File: src/rtl/btn_event_pkg.sv
// Shared constants for the button event decoder and the menu logic that consumes it:
// state encoding, default tick thresholds and the event strobe bundle.
package btn_event_pkg;

  localparam logic [1:0] ST_IDLE      = 2'd0;
  localparam logic [1:0] ST_PRESSED   = 2'd1;
  localparam logic [1:0] ST_LONG_HELD = 2'd2;

  localparam int CNT_W_DEF        = 8;
  localparam int LONG_TICKS_DEF   = 100;
  localparam int REPEAT_TICKS_DEF = 20;

  typedef struct packed {
    logic press;
    logic rel;
    logic short_press;
    logic long_press;
    logic rpt;
  } btn_events_t;

  localparam btn_events_t EVENTS_NONE = '0;

  function automatic int max_ticks(input int a, input int b);
    return (a > b) ? a : b;
  endfunction

endpackage

File: src/rtl/edge_detect.sv
// Registers a debounced level and reports its rising and falling edges combinationally.
// RST_VAL = 1 hides a level that is already high when reset releases.
module edge_detect #(
  parameter logic RST_VAL = 1'b1
) (
  input  logic i_clk,
  input  logic i_rst,
  input  logic i_d,
  output logic o_rise,
  output logic o_fall
);

  logic r_q;

  // NOTE: sequential state uses non-blocking assignments so every flop samples pre-edge values.
  always_ff @(posedge i_clk) begin
    if (i_rst) r_q <= RST_VAL;
    else       r_q <= i_d;
  end

  assign o_rise = i_d & ~r_q;
  assign o_fall = ~i_d & r_q;

endmodule

File: src/rtl/button_event_decoder.sv
// Turns a debounced button level into one-clock press/release/short/long/repeat strobes,
// timing the hold in ticks of the shared sync timer.
module button_event_decoder
  import btn_event_pkg::*;
#(
  parameter int CNT_W        = CNT_W_DEF,
  parameter int LONG_TICKS   = LONG_TICKS_DEF,
  parameter int REPEAT_TICKS = REPEAT_TICKS_DEF,
  parameter bit REPEAT_EN    = 1'b1
) (
  input  logic i_clk,
  input  logic i_rst,
  input  logic i_sync,
  input  logic i_btn,
  output logic o_press,
  output logic o_release,
  output logic o_short_press,
  output logic o_long_press,
  output logic o_repeat,
  output logic o_held
);

  localparam logic [CNT_W-1:0] LONG_LAST   = CNT_W'(LONG_TICKS - 1);
  localparam logic [CNT_W-1:0] REPEAT_LAST = CNT_W'(REPEAT_TICKS - 1);

  if (LONG_TICKS < 1 || REPEAT_TICKS < 1) begin : g_bad_ticks
    $error("button_event_decoder: LONG_TICKS and REPEAT_TICKS must be >= 1");
  end
  if (longint'(max_ticks(LONG_TICKS, REPEAT_TICKS) - 1) >= (longint'(1) << CNT_W)) begin : g_bad_width
    $error("button_event_decoder: CNT_W too narrow for the tick thresholds");
  end

  logic        w_rise;
  logic        w_fall;
  logic [1:0]  r_state;
  logic [1:0]  w_state_nxt;
  logic [CNT_W-1:0] r_cnt;
  logic [CNT_W-1:0] w_cnt_nxt;
  btn_events_t r_evt;
  btn_events_t w_evt;
  logic        r_held;

  edge_detect #(.RST_VAL(1'b1)) u_edge (
    .i_clk  (i_clk),
    .i_rst  (i_rst),
    .i_d    (i_btn),
    .o_rise (w_rise),
    .o_fall (w_fall)
  );

  // A fall always beats a coincident sync, so no threshold event fires on the release edge.
  // NOTE: every always_comb output gets a default first; a missed branch would otherwise infer a latch.
  always_comb begin
    w_state_nxt = r_state;
    w_cnt_nxt   = r_cnt;
    w_evt       = EVENTS_NONE;
    case (r_state)
      ST_IDLE: begin
        if (w_rise) begin
          w_state_nxt = ST_PRESSED;
          w_cnt_nxt   = '0;
          w_evt.press = 1'b1;
        end
      end
      ST_PRESSED: begin
        if (w_fall) begin
          w_state_nxt       = ST_IDLE;
          w_cnt_nxt         = '0;
          w_evt.rel         = 1'b1;
          w_evt.short_press = 1'b1;
        end else if (i_sync) begin
          if (r_cnt == LONG_LAST) begin
            w_state_nxt      = ST_LONG_HELD;
            w_cnt_nxt        = '0;
            w_evt.long_press = 1'b1;
          end else begin
            w_cnt_nxt = r_cnt + CNT_W'(1);
          end
        end
      end
      ST_LONG_HELD: begin
        if (w_fall) begin
          w_state_nxt = ST_IDLE;
          w_cnt_nxt   = '0;
          w_evt.rel   = 1'b1;
        end else if (i_sync && REPEAT_EN) begin
          if (r_cnt == REPEAT_LAST) begin
            w_cnt_nxt = '0;
            w_evt.rpt = 1'b1;
          end else begin
            w_cnt_nxt = r_cnt + CNT_W'(1);
          end
        end
      end
      default: begin
        w_state_nxt = ST_IDLE;
        w_cnt_nxt   = '0;
      end
    endcase
  end

  always_ff @(posedge i_clk) begin
    if (i_rst) begin
      r_state <= ST_IDLE;
      r_cnt   <= '0;
      r_evt   <= EVENTS_NONE;
      r_held  <= 1'b0;
    end else begin
      r_state <= w_state_nxt;
      r_cnt   <= w_cnt_nxt;
      r_evt   <= w_evt;
      r_held  <= (w_state_nxt != ST_IDLE);
    end
  end

  assign o_press       = r_evt.press;
  assign o_release     = r_evt.rel;
  assign o_short_press = r_evt.short_press;
  assign o_long_press  = r_evt.long_press;
  assign o_repeat      = r_evt.rpt;
  assign o_held        = r_held;

endmodule
File: config.mk
export PLATFORM = sky130hd
export DESIGN_NAME = button_event_decoder
export DESIGN_NICKNAME = d
export VERILOG_FILES = /design/src/rtl/btn_event_pkg.sv /design/src/rtl/edge_detect.sv /design/src/rtl/button_event_decoder.sv
export SDC_FILE = /design/constraint.sdc
export NUM_CORES = 1
export LEC_CHECK = 0
export CAP_MARGIN = 20
export CORE_MARGIN = 4
export CORE_UTILIZATION = 35
export DETAILED_ROUTE_END_ITERATION = 10
export GPL_TIMING_DRIVEN = 0
export HOLD_SLACK_MARGIN = 0.05
export PLACE_DENSITY = 0.6
export RECOVER_POWER = 50
export SYNTH_ARGS = -nofsm -noshare
export SYNTH_HDL_FRONTEND = slang
export SYNTH_SLANG_ARGS = --single-unit
File: constraint.sdc
create_clock -name i_clk -period 2.6 [get_ports i_clk]
set_clock_uncertainty 0.1 [all_clocks]
set_input_delay 0.39 -clock i_clk [delete_from_list [all_inputs] [get_ports i_clk]]
set_output_delay 0.39 -clock i_clk [all_outputs]
set_load 0.01 [all_outputs]
==> results of run 1 <==
[critical path, delay by kind of cell]
family	cells	cell delay, ns
compound gates	3	0.55
buf+inv	3	0.96
simple gates	2	0.25
[power by group through the flow]
stage / Combinational [W] / Sequential (W) / Clock, W
after detailed placement: 0.0000484 / 0.000273 / 0
final: 0.0000467 / 0.000267 / 0.000145
after floorplan: 0.0000293 / 0.000273 / 0
after global placement: 0.0000480 / 0.000273 / 0
after CTS: 0.0000488 / 0.000267 / 0.000149
after global routing: 0.0000511 / 0.000267 / 0.000158
[logic make-up after synthesis]
group                      synth area share
DFF                                   0.372
adders and majority gates            0.0684
buffers and inverters                0.0424
AOI/OAI and AO/OA                     0.182
and+or+nand+nor                       0.335
[layout make-up]
class                   count  area [sq um]  area share
clock buffers               3          22.5      0.0211
inverters                   3          11.3      0.0106
repair buffers              9          90.1      0.0845
well taps                  30          37.5      0.0352
flip-flops and latches     17           340       0.319
clock inverters             1          5.00     0.00469
multi-input cells          84           536       0.502
plain buffers               4          23.8      0.0223
[final timing paths]
check	slack, ns	cells past startpoint	end
hold / removal	0.39	2	r_cnt[1]
hold reg to reg	0.39	2	r_cnt[1]
setup / recovery	0.52	8	r_cnt[6]
setup reg to reg	0.59	7	r_cnt[2]
[routing by layer]
layer | up-vias | track usage | part of all wire
li1 | 422 | - | -
met3 | 4 | 0.0131 | 0.025
met4 | 0 | 0.0485 | 0.015
met5 | - | 0 | 0
met2 | 11 | 0.199 | 0.44
met1 | 380 | 0.160 | 0.52
[cells in the final DEF, fill, tap and decap left out, types with 2 or more instances in the layout]
cell type      count
nor3_1             2
clkbuf_1           2
clkbuf_4           3
nor2_1             9
o21ai_0            4
nand3_1            7
inv_1              3
ha_1               5
and2_1             2
nand4_1            7
or2_1              3
nand2b_1           3
a31oi_1            6
or3b_1             2
dlygate4sd3_1      8
a21oi_1            5
nand2_1           12
dfxtp_1           17
[state kept, by name, summed over array words and instances, names as in the netlist]
name and cells:
o_held 1, r_cnt 8, o_press 1, o_long_press 1, o_release 1, o_repeat 1, u_edge.r_q 1, o_short_press 1
r_state 2
[through the flow]
step | util | instance area [sq um] | instances | setup slack [ns]
final | 0.430 | 1070 | 151 | 0.524
after global routing | 0.430 | 1070 | 151 | 0.374
after CTS | 0.432 | 1070 | 151 | 0.572
after detailed placement | 0.421 | 1040 | 147 | 0.345
after global placement | 0.421 | 1040 | 147 | 0.406
after floorplan | - | 915 | 108 | 0.771
==> flow_metrics.py, run 1 <==
metrics = {
    "yosys": {
        "synthesis.nets": 117,
        "yosys.cell_count.top_type": "dfxtp_1",
        "yosys.area.top_type_share": 0.372,
        "ys_types": 36,
        "synth_seq_cells": 17,
        "synth_common_cells": "dfxtp_1 (17), nand2_1 (12), nor2_1 (9)",
        "yosysWarnings": 0,
        "synth_top_cells_by_area": "dfxtp_1 (37%), ha_1 (6.8%), nand2_1 (4.9%)",
        "seq_area_frac_synth": 0.372,
        "syn-instance-count": 108,
        "syn-cell-area_sq_um": 915,
        "ys.flop_type": "dfxtp_1",
        "synth_top_area_cell": "dfxtp_1",
        "async_flop_share": 0,
        "synth_edf_count": 0,
        "avgSynthCellArea_sq_um": 8.47,
    },
    "run": {
        "cap_violations": 0,
    },
    "cts": {
        "cts_tree": "done",
        "insertion_delay_ns": 0.29,
        "ctsResizeCount": 0,
        "h-tree-depth": 1,
        "cts-hold-fix-buffers": 0,
        "cts_setup_buffers": 0,
        "clk_path_buf_depth": 2,
        "cts_made_buffers": 3,
        "clk_pin_slew_worst_paths_ns": 0.11,
        "cts_root_buf": "clkbuf_4",
        "clock_sinks": 17,
    },
    "floorplanning": {
        "fp-row-count": 18,
        "ios": 10,
        "start_util": 0.369,
        "die_area_sq_mm": 0.00350,
        "dieWidth_um": 59.1,
        "die_h_um": 59.1,
        "core_sq_mm": 0.00248,
    },
    "final_layout": {
        "fillers": 272,
        "area_growth_pct": 16.6,
        "nets": 131,
        "diodes": 0,
        "drive_gt1_frac": 0.0909,
    },
    "timing": {
        "finalHoldWorstSlack_ns": 0.388,
        "slew_violations": 0,
        "finalHoldViolations": 0,
        "max_freq_mhz": 482,
        "rsz0062_at_grt": "no",
        "period_share": 0.798,
        "period_minus_slack_ns": 2.08,
        "tightest_slew_ns": 0.464,
        "setup-tns-final_ns": 0,
        "setup_violations": 0,
        "slew-limit-headroom": 0.690,
    },
    "critical_path": {
        "cp-end-kind": "flip-flop",
        "crit_path_start": "i_btn",
        "critPathKind": "primary input to flip-flop",
        "cp_cell_sequence": "dlygate4sd3_1, nand2b_1, clkbuf_1, a311oi_1, o21ai_2, buf_6, nand4_1, a31oi_1",
        "max_stage_delay_ns": 0.62,
        "reg2reg_from": "r_state[0]",
        "critPathSlowestCell": "dlygate4sd3_1",
        "cp.required_ns": 2.67,
        "cp_max_fo": 10,
        "cp_data_arrival_time_ns": 2.15,
        "startpoint_type": "primary input",
    },
    "global_routing": {
        "antenna_found_initial": 0,
        "grt_pass1_vias": 761,
        "grtUsageTotal": 0.121,
        "grt_max_degree": 11,
        "overflow": 0,
        "grt_pass1_wl_mm": 3.35,
    },
    "drt": {
        "drtAntennaViolNets": 0,
        "drt-total-wl_mm": 1.91,
        "drc": 0,
        "via_per_inst": 5.41,
        "firstDrtPassIters": 4,
        "num_vias": 817,
        "drt_iter0_drc": 19,
        "post_drt_wl_per_cell_um": 12.7,
    },
    "worst_hold_path": {
        "min-delay-start": "r_cnt[1]",
        "hp-class": "flip-flop to flip-flop",
    },
    "power_and_ir_drop": {
        "power_frac_seq": 0.581,
        "finalPower_w": 0.000459,
        "switching_share": 0.258,
        "p_clk_frac": 0.317,
        "ir_drop_v": 0.000198,
        "power_density_mw_per_mm2": 430,
        "combPwrFrac": 0.102,
        "intPower_w": 0.000340,
        "p_switching_w": 0.000118,
        "power.leakage_nw": 0.380,
    },
    "placed_design": {
        "hpwl_mm": 1.41,
        "portBuffers": 9,
        "place.gp.congestion": 0.822,
    },
    "run_status": {
        "outcome": "finished, final reports clean",
    },
}
No activity file was read; power rests on OpenSTA's default activity.
==> run 2: changes to the inputs <==
- PLACE_DENSITY: 0.6 -> 0.62
- clock period: 2.6 -> 1.67 ns (I/O delays scaled with it)
==> flow_metrics.py, run 2 (same netlist as run 1, synthesis figures left out) <==
metrics = {
    "run_status": {
        "outcome": "complete, but fails checks",
        "violations": "negative setup slack",
    },
    "floorplanning": {
        "ios": 10,
        "fp-row-count": 18,
        "die_h_um": 59.1,
        "dieWidth_um": 59.1,
        "core_sq_mm": 0.00248,
        "start_util": 0.369,
        "die_area_sq_mm": 0.00350,
    },
    "cts": {
        "cts_root_buf": "clkbuf_4",
        "clk_path_buf_depth": 2,
        "h-tree-depth": 1,
        "cts_tree": "done",
        "insertion_delay_ns": 0.29,
        "cts_made_buffers": 3,
        "clock_sinks": 17,
        "clk_pin_slew_worst_paths_ns": 0.09,
        "cts-hold-fix-buffers": 0,
    },
    "timing": {
        "fin_ws_ns": -0.0193,
        "finalHoldWorstSlack_ns": 0.301,
        "period_share": 1.01,
        "period_minus_slack_ns": 1.69,
        "rsz0062_at_grt": "yes",
        "finalHoldViolations": 0,
        "slew_violations": 0,
        "setup_violations": 1,
        "tightest_slew_ns": 0.496,
        "max_freq_mhz": 592,
        "slew-limit-headroom": 0.669,
    },
    "critical_path": {
        "critPathKind": "flip-flop to flip-flop",
        "cp.required_ns": 1.76,
        "worstReg2RegEnd": "o_held",
        "reg2reg_from": "r_state[0]",
        "crit_path_start": "r_state[0]",
        "startpoint_type": "flip-flop",
        "cp-endpoint": "o_held",
        "cp_data_arrival_time_ns": 1.78,
        "cp-end-kind": "flip-flop",
        "cp_max_fo": 4,
        "r2r_slack_ns": -0.02,
        "ff2ff_path_depth": 7,
    },
    "power_and_ir_drop": {
        "ir_drop_v": 0.000349,
        "intPower_w": 0.000542,
        "power.leakage_nw": 0.396,
        "power_frac_seq": 0.568,
        "p_switching_w": 0.000183,
        "p_clk_frac": 0.302,
        "combPwrFrac": 0.130,
        "switching_share": 0.252,
        "power_density_mw_per_mm2": 601,
        "finalPower_w": 0.000725,
    },
    "placed_design": {
        "place.gp.congestion": 0.818,
        "portBuffers": 9,
        "hpwl_mm": 1.41,
        "dp_slack_ns": -0.439,
    },
    "global_routing": {
        "grt_max_degree": 11,
        "overflow": 0,
        "antenna_found_initial": 0,
        "grt_pass1_wl_mm": 3.58,
        "grt_pass1_vias": 761,
        "grtUsageTotal": 0.136,
    },
    "drt": {
        "num_vias": 822,
        "post_drt_wl_per_cell_um": 13.7,
        "firstDrtPassIters": 4,
        "drt-total-wl_mm": 2.11,
        "drc": 0,
        "drtAntennaViolNets": 0,
        "via_per_inst": 5.34,
        "drt_iter0_drc": 19,
    },
    "final_layout": {
        "nets": 134,
        "area_growth_pct": 31.9,
        "largest_register_ffs": 8,
        "drive_gt1_frac": 0.290,
        "top_register": "r_cnt",
        "final_cell_mix": "dfxtp_1 (12), nand2_1 (11), nor2_1 (8)",
        "reg_top3": "r_cnt: 8 flops, r_state: 2 flops",
        "diodes": 0,
        "layout_commonest_cell": "dfxtp_1",
    },
    "worst_hold_path": {
        "hp-class": "primary input to flip-flop",
    },
    "run": {
        "cap_violations": 0,
    },
}
-- run 2: changes by cell type in the layout (fill, tap and decap cells not counted), sizes merged --
cell           delta
dlygate4sd3       -7
buf               +4
dlygate4sd2       +1
clkinv            -1
clkdlybuf4s50     +6
-- run 2: per-layer routing --
layer  vias to the layer above  global-route usage  part of all wire
li1                        430                   -                 -
met1                       373               0.177              0.48
met2                        14               0.213              0.46
met3                         5              0.0327             0.033
met4                         0              0.0583             0.021
met5                         -                   0                 0
-- run 2: what timing repair did --
item,in CTS,in global routing
gates cloned,0,0
buffers inserted,4,0
pin swaps,2,8
setup endpoints to repair,9,9
resized for setup,16,13
-- run 2: worst min path at each step --
stage | cells past startpoint | to | start
2_1_floorplan | 1 | o_repeat | i_rst
3_3_place_gp | 2 | r_cnt[1] | r_cnt[1]
3_5_place_dp | 2 | r_cnt[1] | r_cnt[1]
4_1_cts | 3 | o_press | i_btn
5_1_grt | 3 | o_press | i_btn
6_report | 3 | o_press | i_btn
-- run 2: metrics by stage --
stage | utilization | setup TNS [ns] | instances | instance area (sq um)
2_1_floorplan | - | 0 | 108 | 932
3_3_place_gp | 0.428 | -3.37 | 147 | 1060
3_5_place_dp | 0.428 | -3.74 | 147 | 1060
4_1_cts | 0.466 | -0.0188 | 154 | 1150
5_1_grt | 0.487 | -0.291 | 154 | 1210
6_report | 0.487 | -0.0193 | 154 | 1210
-- run 2: area by class of cell --
class | instances | area [sq um]
plain buffers | 3 | 22.5
multi-input cells | 84 | 633
well taps | 30 | 37.5
flip-flops and latches | 17 | 354
inverters | 3 | 13.8
fillers | 259 | 1270
clock buffers | 4 | 26.3
repair buffers | 13 | 119
-- run 2: critical path, cell delays in order (launching register included) --
cell and delay [ns]:
dfxtp_4 0.38, inv_4 0.05, ha_4 0.15, or3b_4 0.41, nand2_2 0.08, o22ai_2 0.05
and2_4 0.16, or2_1 0.21
-- run 2: power by group through the flow --
stage / clock, W / sequential (W) / combinational, W
3_5_place_dp: 0 / 0.000425 / 0.0000810
3_3_place_gp: 0 / 0.000425 / 0.0000799
2_1_floorplan: 0 / 0.000426 / 0.0000501
6_report: 0.000219 / 0.000412 / 0.0000943
4_1_cts: 0.000231 / 0.000415 / 0.0000902
5_1_grt: 0.000250 / 0.000413 / 0.000101
